--- config.mk ---
export PLATFORM = sky130hd
export DESIGN_NAME = sar_compare_search
export DESIGN_NICKNAME = d
export VERILOG_FILES = /design/src/rtl/sar_compare_search_pkg.sv /design/src/rtl/sar_compare_search.sv
export SDC_FILE = /design/constraint.sdc
export NUM_CORES = 1
export LEC_CHECK = 0
export CORE_AREA = 2 2 55 57
export CTS_BUF_LIST = sky130_fd_sc_hd__clkbuf_2 sky130_fd_sc_hd__clkbuf_4 sky130_fd_sc_hd__clkbuf_8
export DETAILED_ROUTE_END_ITERATION = 10
export DIE_AREA = 0 0 57 59
export SYNTH_ARGS = -nofsm -noshare
export SYNTH_HDL_FRONTEND = slang
export SYNTH_SLANG_ARGS = --single-unit
export TNS_END_PERCENT = 5
--- constraint.sdc ---
create_clock -name clk -period 2.65 [get_ports clk]
set_input_delay 0.795 -clock clk [delete_from_list [all_inputs] [get_ports clk]]
set_output_delay 0.795 -clock clk [all_outputs]
set_load 0.02 [all_outputs]
--- src/rtl/sar_compare_search_pkg.sv ---
// Shared types and constants for the successive-approximation compare search.
// Holds the controller state encoding, the one-hot comparator codes and the
// step-counter width helper used to size the steps output.
package sar_compare_search_pkg;

    // Controller states
    typedef enum logic [1:0] {
        ST_IDLE   = 2'd0,
        ST_SEARCH = 2'd1,
        ST_DONE   = 2'd2
    } state_t;

    // Legal comparator responses, packed as {eq, gt, lt}
    localparam logic [2:0] CMP_EQ = 3'b100;
    localparam logic [2:0] CMP_GT = 3'b010;
    localparam logic [2:0] CMP_LT = 3'b001;

    // Bits needed to count 0..width compare cycles
    function automatic int step_w(input int width);
        return $clog2(width + 1);
    endfunction

    // True when exactly one of eq/gt/lt is asserted
    function automatic logic cmp_onehot(input logic [2:0] cmp);
        return (cmp == CMP_EQ) || (cmp == CMP_GT) || (cmp == CMP_LT);
    endfunction

endpackage

--- src/rtl/sar_compare_search.sv ---
// Successive-approximation controller: drives trial to an external comparator, MSB first.
// Latency: first trial 1 cycle after start; done at most WIDTH+1 cycles after start.
// Backpressure: none; start is only sampled in IDLE, and is dropped while busy or in DONE.
module sar_compare_search
    import sar_compare_search_pkg::*;
#(
    parameter int WIDTH      = 4,
    parameter bit EARLY_EXIT = 1'b1
) (
    input  logic                      clk,
    input  logic                      rst_n,
    input  logic                      start,
    output logic [WIDTH-1:0]          trial,
    input  logic                      cmp_eq,
    input  logic                      cmp_gt,
    input  logic                      cmp_lt,
    output logic                      busy,
    output logic                      done,
    output logic [WIDTH-1:0]          result,
    output logic                      found,
    output logic                      err,
    output logic [step_w(WIDTH)-1:0]  steps
);

    localparam int STEP_W = step_w(WIDTH);
    localparam int BIT_W  = $clog2(WIDTH);

    state_t              state_q, state_d;
    logic [WIDTH-1:0]    acc_q, acc_d;
    logic [BIT_W-1:0]    bit_q, bit_d;
    logic [STEP_W-1:0]   steps_q, steps_d;
    logic [WIDTH-1:0]    result_q, result_d;
    logic                found_q, found_d;
    logic                err_q, err_d;
    logic                eq_seen_q, eq_seen_d;

    // Per-step decision terms, all derived from current registers and the comparator
    logic [WIDTH-1:0]    trial_cur;
    logic [WIDTH-1:0]    acc_upd;
    logic                cmp_bad;
    logic                cmp_hit;
    logic                last_bit;
    logic                term;

    // Candidate operand and the outcome of sampling the comparator against it
    always_comb begin
        trial_cur = acc_q | (WIDTH'(1) << bit_q);
        acc_upd   = (cmp_eq || cmp_gt) ? trial_cur : acc_q;
        cmp_bad   = !cmp_onehot({cmp_eq, cmp_gt, cmp_lt});
        cmp_hit   = cmp_eq && EARLY_EXIT;
        last_bit  = (bit_q == '0);
        term      = cmp_bad || cmp_hit || last_bit;
    end

    // State register
    always_ff @(posedge clk or negedge rst_n) begin
        if (!rst_n) begin
            state_q <= ST_IDLE;
        end else begin
            state_q <= state_d;
        end
    end

    // Next-state: DONE always lasts exactly one cycle
    always_comb begin
        state_d = state_q;
        unique case (state_q)
            ST_IDLE:   if (start) state_d = ST_SEARCH;
            ST_SEARCH: if (term)  state_d = ST_DONE;
            ST_DONE:   state_d = ST_IDLE;
            default:   state_d = ST_IDLE;
        endcase
    end

    // Datapath next values: accumulator, bit pointer and the held result set
    always_comb begin
        acc_d     = acc_q;
        bit_d     = bit_q;
        steps_d   = steps_q;
        result_d  = result_q;
        found_d   = found_q;
        err_d     = err_q;
        eq_seen_d = eq_seen_q;
        unique case (state_q)
            ST_IDLE: begin
                if (start) begin
                    acc_d     = '0;
                    bit_d     = BIT_W'(WIDTH - 1);
                    steps_d   = '0;
                    result_d  = '0;
                    found_d   = 1'b0;
                    err_d     = 1'b0;
                    eq_seen_d = 1'b0;
                end
            end
            ST_SEARCH: begin
                steps_d = steps_q + STEP_W'(1);
                if (cmp_bad) begin
                    // Malformed comparator answer: report what was settled so far
                    err_d    = 1'b1;
                    result_d = acc_q;
                end else if (cmp_hit) begin
                    result_d = trial_cur;
                    found_d  = 1'b1;
                end else begin
                    acc_d     = acc_upd;
                    eq_seen_d = eq_seen_q || cmp_eq;
                    if (last_bit) begin
                        result_d = acc_upd;
                        found_d  = eq_seen_q || cmp_eq;
                    end else begin
                        bit_d = bit_q - BIT_W'(1);
                    end
                end
            end
            default: begin
            end
        endcase
    end

    // Datapath registers
    always_ff @(posedge clk or negedge rst_n) begin
        if (!rst_n) begin
            acc_q     <= '0;
            bit_q     <= '0;
            steps_q   <= '0;
            result_q  <= '0;
            found_q   <= 1'b0;
            err_q     <= 1'b0;
            eq_seen_q <= 1'b0;
        end else begin
            acc_q     <= acc_d;
            bit_q     <= bit_d;
            steps_q   <= steps_d;
            result_q  <= result_d;
            found_q   <= found_d;
            err_q     <= err_d;
            eq_seen_q <= eq_seen_d;
        end
    end

    // Outputs: trial is only presented to the comparator while searching
    always_comb begin
        busy   = (state_q == ST_SEARCH);
        done   = (state_q == ST_DONE);
        trial  = (state_q == ST_SEARCH) ? trial_cur : '0;
        result = result_q;
        found  = found_q;
        err    = err_q;
        steps  = steps_q;
    end

endmodule

## After elaboration in Yosys (flattened, before gate mapping)

Cells that the tools add are included.

- Add/sub/neg operators: 2
- Equality and inequality tests: 13
- Shift-type cells: 1
- Mux-type cells: 30
- Bitwise operators: 1
- Reduce and logical (&&, ||, !) cells: 17

Operator list:

| operator | count |
|---|---|
| two-way mux 4 bit | 8 |
| case mux 4 bit (2 select lines) | 2 |
| two-way mux 2 bit | 6 |
| inequality test 2 bit, second input constant | 4 |
| case mux 2 bit (2 select lines) | 2 |
| AND reduction 4 bit | 2 |
| two-way mux 1 bit | 7 |
| logical OR 1 bit | 6 |
| case mux 1 bit (2 select lines) | 3 |
| case mux 3 bit (2 select lines) | 1 |
| AND reduction 3 bit | 2 |
| AND reduction 5 bit | 1 |
| logical NOT 2 bit | 2 |
| inequality test 2 x 1 -> 1 bit, second input constant | 2 |
| inequality test 4 bit, second input constant | 1 |
| OR 4 bit | 1 |
| AND reduction 2 bit | 2 |
| << shifter 1 x 2 -> 4 bit, first input constant | 1 |
| adder 3 x 1 -> 3 bit, second input constant | 1 |
| equality test 3 x 1 -> 1 bit, second input constant | 1 |
| equality test 3 x 2 -> 1 bit, second input constant | 1 |
| equality test 3 bit, second input constant | 1 |
| two-way mux 3 bit | 1 |
| inequality test 3 x 2 -> 1 bit, second input constant | 1 |
| other kinds (5) | 5 |

- Flip-flop bits (word level): 18

## Longest topological paths before layout

- Depth after elaboration: 8
- Depth in mapped cells: 6

## Least setup slack after synthesis

No wires, ideal clock.

- Kind: input to register
- Start: in cmp_eq
- End: reg bit_q[0]
- Library setup time: 0.125 ns
- Arrival time: 2.053 ns
- Required time: 2.525 ns
- Slack: 0.472 ns
- Stages: 5
- Cell sequence: buf_6 or4b_4 or2_1 buf_6 mux2_2

- Cells in the longest elaborated chain, start to end: 5

Ends and longest elaborated chain:

| what | RTL line | RTL |
|---|---|---|
| start, declared | sar_compare_search.sv:14 | `input logic cmp_eq,` |
| equality test 3 bit / equality test 3 x 2 -> 1 bit (equally long branches) | sar_compare_search_pkg.sv:25 | `return (cmp == CMP_EQ) \|\| (cmp == CMP_GT) \|\| (cmp == CMP_LT);` |
| logical OR 1 bit (2 in a row) | sar_compare_search_pkg.sv:25 |  |
| inequality test 2 x 1 -> 1 bit (no line) | -- |  |
| AND reduction 5 bit (no line) * | -- |  |
| end signal, assigned | sar_compare_search.sv:133 | `bit_q <= bit_d;` |
| end, declared | sar_compare_search.sv:30 | `logic [BIT_W-1:0] bit_q, bit_d;` |

Mark *: on every way between the ends. The rest lies on a longest branch, timed or not.
A chain may end at the register's enable or synchronous reset.

## Final worst setup path

- Start: reg state_q[1]
- End: out busy

- Cells in the longest elaborated chain, start to end: 1

Ends and longest elaborated chain:

| what | RTL line | RTL |
|---|---|---|
| start, declared | sar_compare_search.sv:28 | `state_t state_q, state_d;` |
| start signal, assigned | sar_compare_search.sv:60 | `state_q <= state_d;` |
| equality test 2 x 1 -> 1 bit | sar_compare_search.sv:144 | `busy = (state_q == ST_SEARCH);` |
| end, declared | sar_compare_search.sv:17 | `output logic busy,` |

No other way between the ends.

==> metrics.txt <==
status=finished clean; Initial Utilization=0.348; Synth Area in Adders=0.0663; Iteration-0 DRC Markers=21; total CTS buffers=3; Cell Area, Synth=~940 µm²; grt total ovfl=0; max-cap violation count=0; setup slack, reg-to-reg=roughly 0.61 ns; Worst EP arrival=roughly 1.7 ns; pre-CTS setup slack=around 0.11 ns; I/O pin count=21; DPL Wire Length=around 1600 µm; Distinct cells, synth=27; post-synthesis mux area share=0.0119; Synth Area in Compound Gates=0.218; Sinks on Clock Net=18; sequential share of the synthesized area=0.477; multi-input logic area=approximately 450 µm²; gpl congestion=just under 0.8; CP Max Fanout=7; Post-synth EDFFs=0; Clk Latency, worst-skew pair=0.30 ns; Max Root-Sink Buffers=2; Hold Path Cell Cnt=1; die area=about 3400 µm²; max-slew violations=0; final hold vios=0; wire length of the first global-routing pass=around 3400 µm; number of port buffers=20; Critical Path Sink Type=output pin; Nets=between 100 and 150; crit path kind=reg -> out; Final Critical Period=approximately 2.5 ns; synth-to-layout area growth=30.6%; post-CTS setup buffers=0; Total GRT Usage=0.133; reg2reg end=bit_q[0]; Slew headroom=0.746; clk_skew=~0.0097 ns; power density cells=890 nW/µm²; critical path buffer and inverter count=2; vias=764; crit-path cells=nand2b_1, inv_1, clkdlybuf4s50_1; Reg area=between 400 and 500 µm²; # diodes=0; largest family of logic cells by synthesized area=compound AO/OA/AOI/OAI gates; Total Wirelength=approximately 2100 µm; final worst slack=roughly 0.17 ns; Fin Setup TNS=0 ns; Die Y=between 50 and 60 µm; syn nets=98; clk root buf=clkbuf_4; Synth warnings=0; type of origin of the critical path=register; HP Class=reg -> reg; Synth async-reset ratio=1.00; min-delay src=steps[2]; CP top delay family=buffers and inverters; Filler Cell Count=282; fmax=between 0.4 and 0.5 GHz; post-route DRC violation count=0; Tcrit/Tclk final=0.937; most common cell after layout, fill and taps aside=dfrtp_1; Row Count=19; worst reg-to-reg path cell count=5; final setup fails=0; RR Startpoint=bit_q[0]; Hold Crit Endpoint=steps[2]; vias in the first global route=~680; #FFs+latches synth=18; WP data required=roughly 1.9 ns; clock-pin slew on the worst setup and hold paths=0.11 ns; Die Width=~57 µm; initial antenna violation count=0; pin count of the biggest net entering global routing=19; VDD IR max=0.000557 V; Final ANT Viol Nets=0; ys flop type=dfrtp_1; Syn Inst Count=slightly below 90; Synth Area in XOR/XNOR=0.0279; Via density=between 5 and 6; Leakage=between 0.5 and 0.6 nW; routed len/inst=14.5 µm; Simple-Gate Fraction of Synth Area=0.151; Worst Max-Slew Pin Slew=0.380 ns; most frequent cells in the layout=18 x dfrtp_1, 16 x clkdlybuf4s50_1, 9 x nor2_1, 7 x o21ai_0; layout cell share with drive strength beyond 1=0.125; CTS tree=yes; Core Area=between 2000 and 3000 µm²; unrepaired setup endpoints after global routing=no; Mapped Avg Cell Area=about 11 µm²; H-Tree Depth=1; DR pass1 iterations=4; Slowest-stage cell, CP=clkdlybuf4s50_1; slowest stage delay, CP=approximately 0.61 ns
cells in the mapped netlist (all sizes together) (2+ instances only):
| master | instances | share of area |
|---|---|---|
| a22o | 6 | 0.056 |
| o21ai | 7 | 0.037 |
| nor3b | 3 | 0.024 |
| xnor2 | 2 | 0.019 |
| ha | 5 | 0.066 |
| a32o | 4 | 0.042 |
| dfrtp | 18 | 0.48 |
| buf | 2 | 0.024 |
| and2 | 2 | 0.013 |
| inv | 3 | 0.012 |
| o21bai | 6 | 0.048 |
| nor2 | 9 | 0.036 |
| nand2 | 4 | 0.016 |
| clkbuf | 3 | 0.012 |
cell type report:
cell class / count / share of cell area
Sequential cell: 18 / 0.365
Timing Repair Buffer: 26 / 0.201
Clock buffer: 4 / 0.0294
Multi-Input combinational cell: 61 / 0.363
Inverter: 3 / 0.00914
Tap cell: 31 / 0.0315
registers in the layout (all words and copies together), names as in the netlist:
signal     flops
eq_seen_q      1
found          1
steps          3
state_q        2
bit_q          2
acc_q          4
err            1
result         4
through the flow:
step           cells   util  instance area, µm²  hold WS (ns)  power, mW
2_1_floorplan     87      -                 943         0.454      0.707
3_3_place_gp     139  0.440                1190         0.475      0.937
3_5_place_dp     139  0.440                1190         0.477      0.939
4_1_cts          143  0.453                1230         0.496       1.11
5_1_grt          143  0.455                1230         0.515       1.18
6_report         143  0.455                1230         0.494       1.10
repair_timing:
| action | 4_1_cts | 5_1_grt |
|---|---|---|
| endpoints found under the setup margin | 2 | 2 |
| gates resized for setup | 2 | 2 |
| gates cloned | 0 | 0 |
| hold buffers | 0 | 0 |
worst max path at each step:
stage | startpoint | to | slack [ns] | depth (start not counted)
CTS | bit_q[1] | trial[1] | 0.03 | 5
global route | bit_q[0] | trial[0] | 0.07 | 5
detailed placement | cmp_eq | bit_q[0] | 0.11 | 4
floorplan | cmp_eq | bit_q[0] | 0.47 | 5
global placement | cmp_eq | bit_q[0] | 0.14 | 4
finish | state_q[1] | busy | 0.17 | 3
where the power goes:
part / leakage [nW] / internal [mW] / switching [mW] / total [mW]
clock network: 0.0210 / 0.0838 / 0.0857 / 0.169
logic: 0.332 / 0.253 / 0.291 / 0.545
registers: 0.235 / 0.340 / 0.0431 / 0.383
total: 0.588 / 0.677 / 0.420 / 1.10
per-layer routing:
metal  routed length, µm  GRT usage  vias to the layer above
li1                    -          -                      365
met1                1000      0.197                      377
met2                 973      0.192                       20
met3                  83     0.0459                        2
met4                  17     0.0199                        0
met5                   0          0                        -
cells by family after synthesis:
group | Yosys count
adder cells (fa/ha/maj) | 5
AO/OA/AOI/OAI | 27
flip-flops | 18
buffers and inverters | 8
XOR/XNOR | 3
multiplexers | 1
AND/OR/NAND/NOR | 25
(Power assumes the default switching activity.)
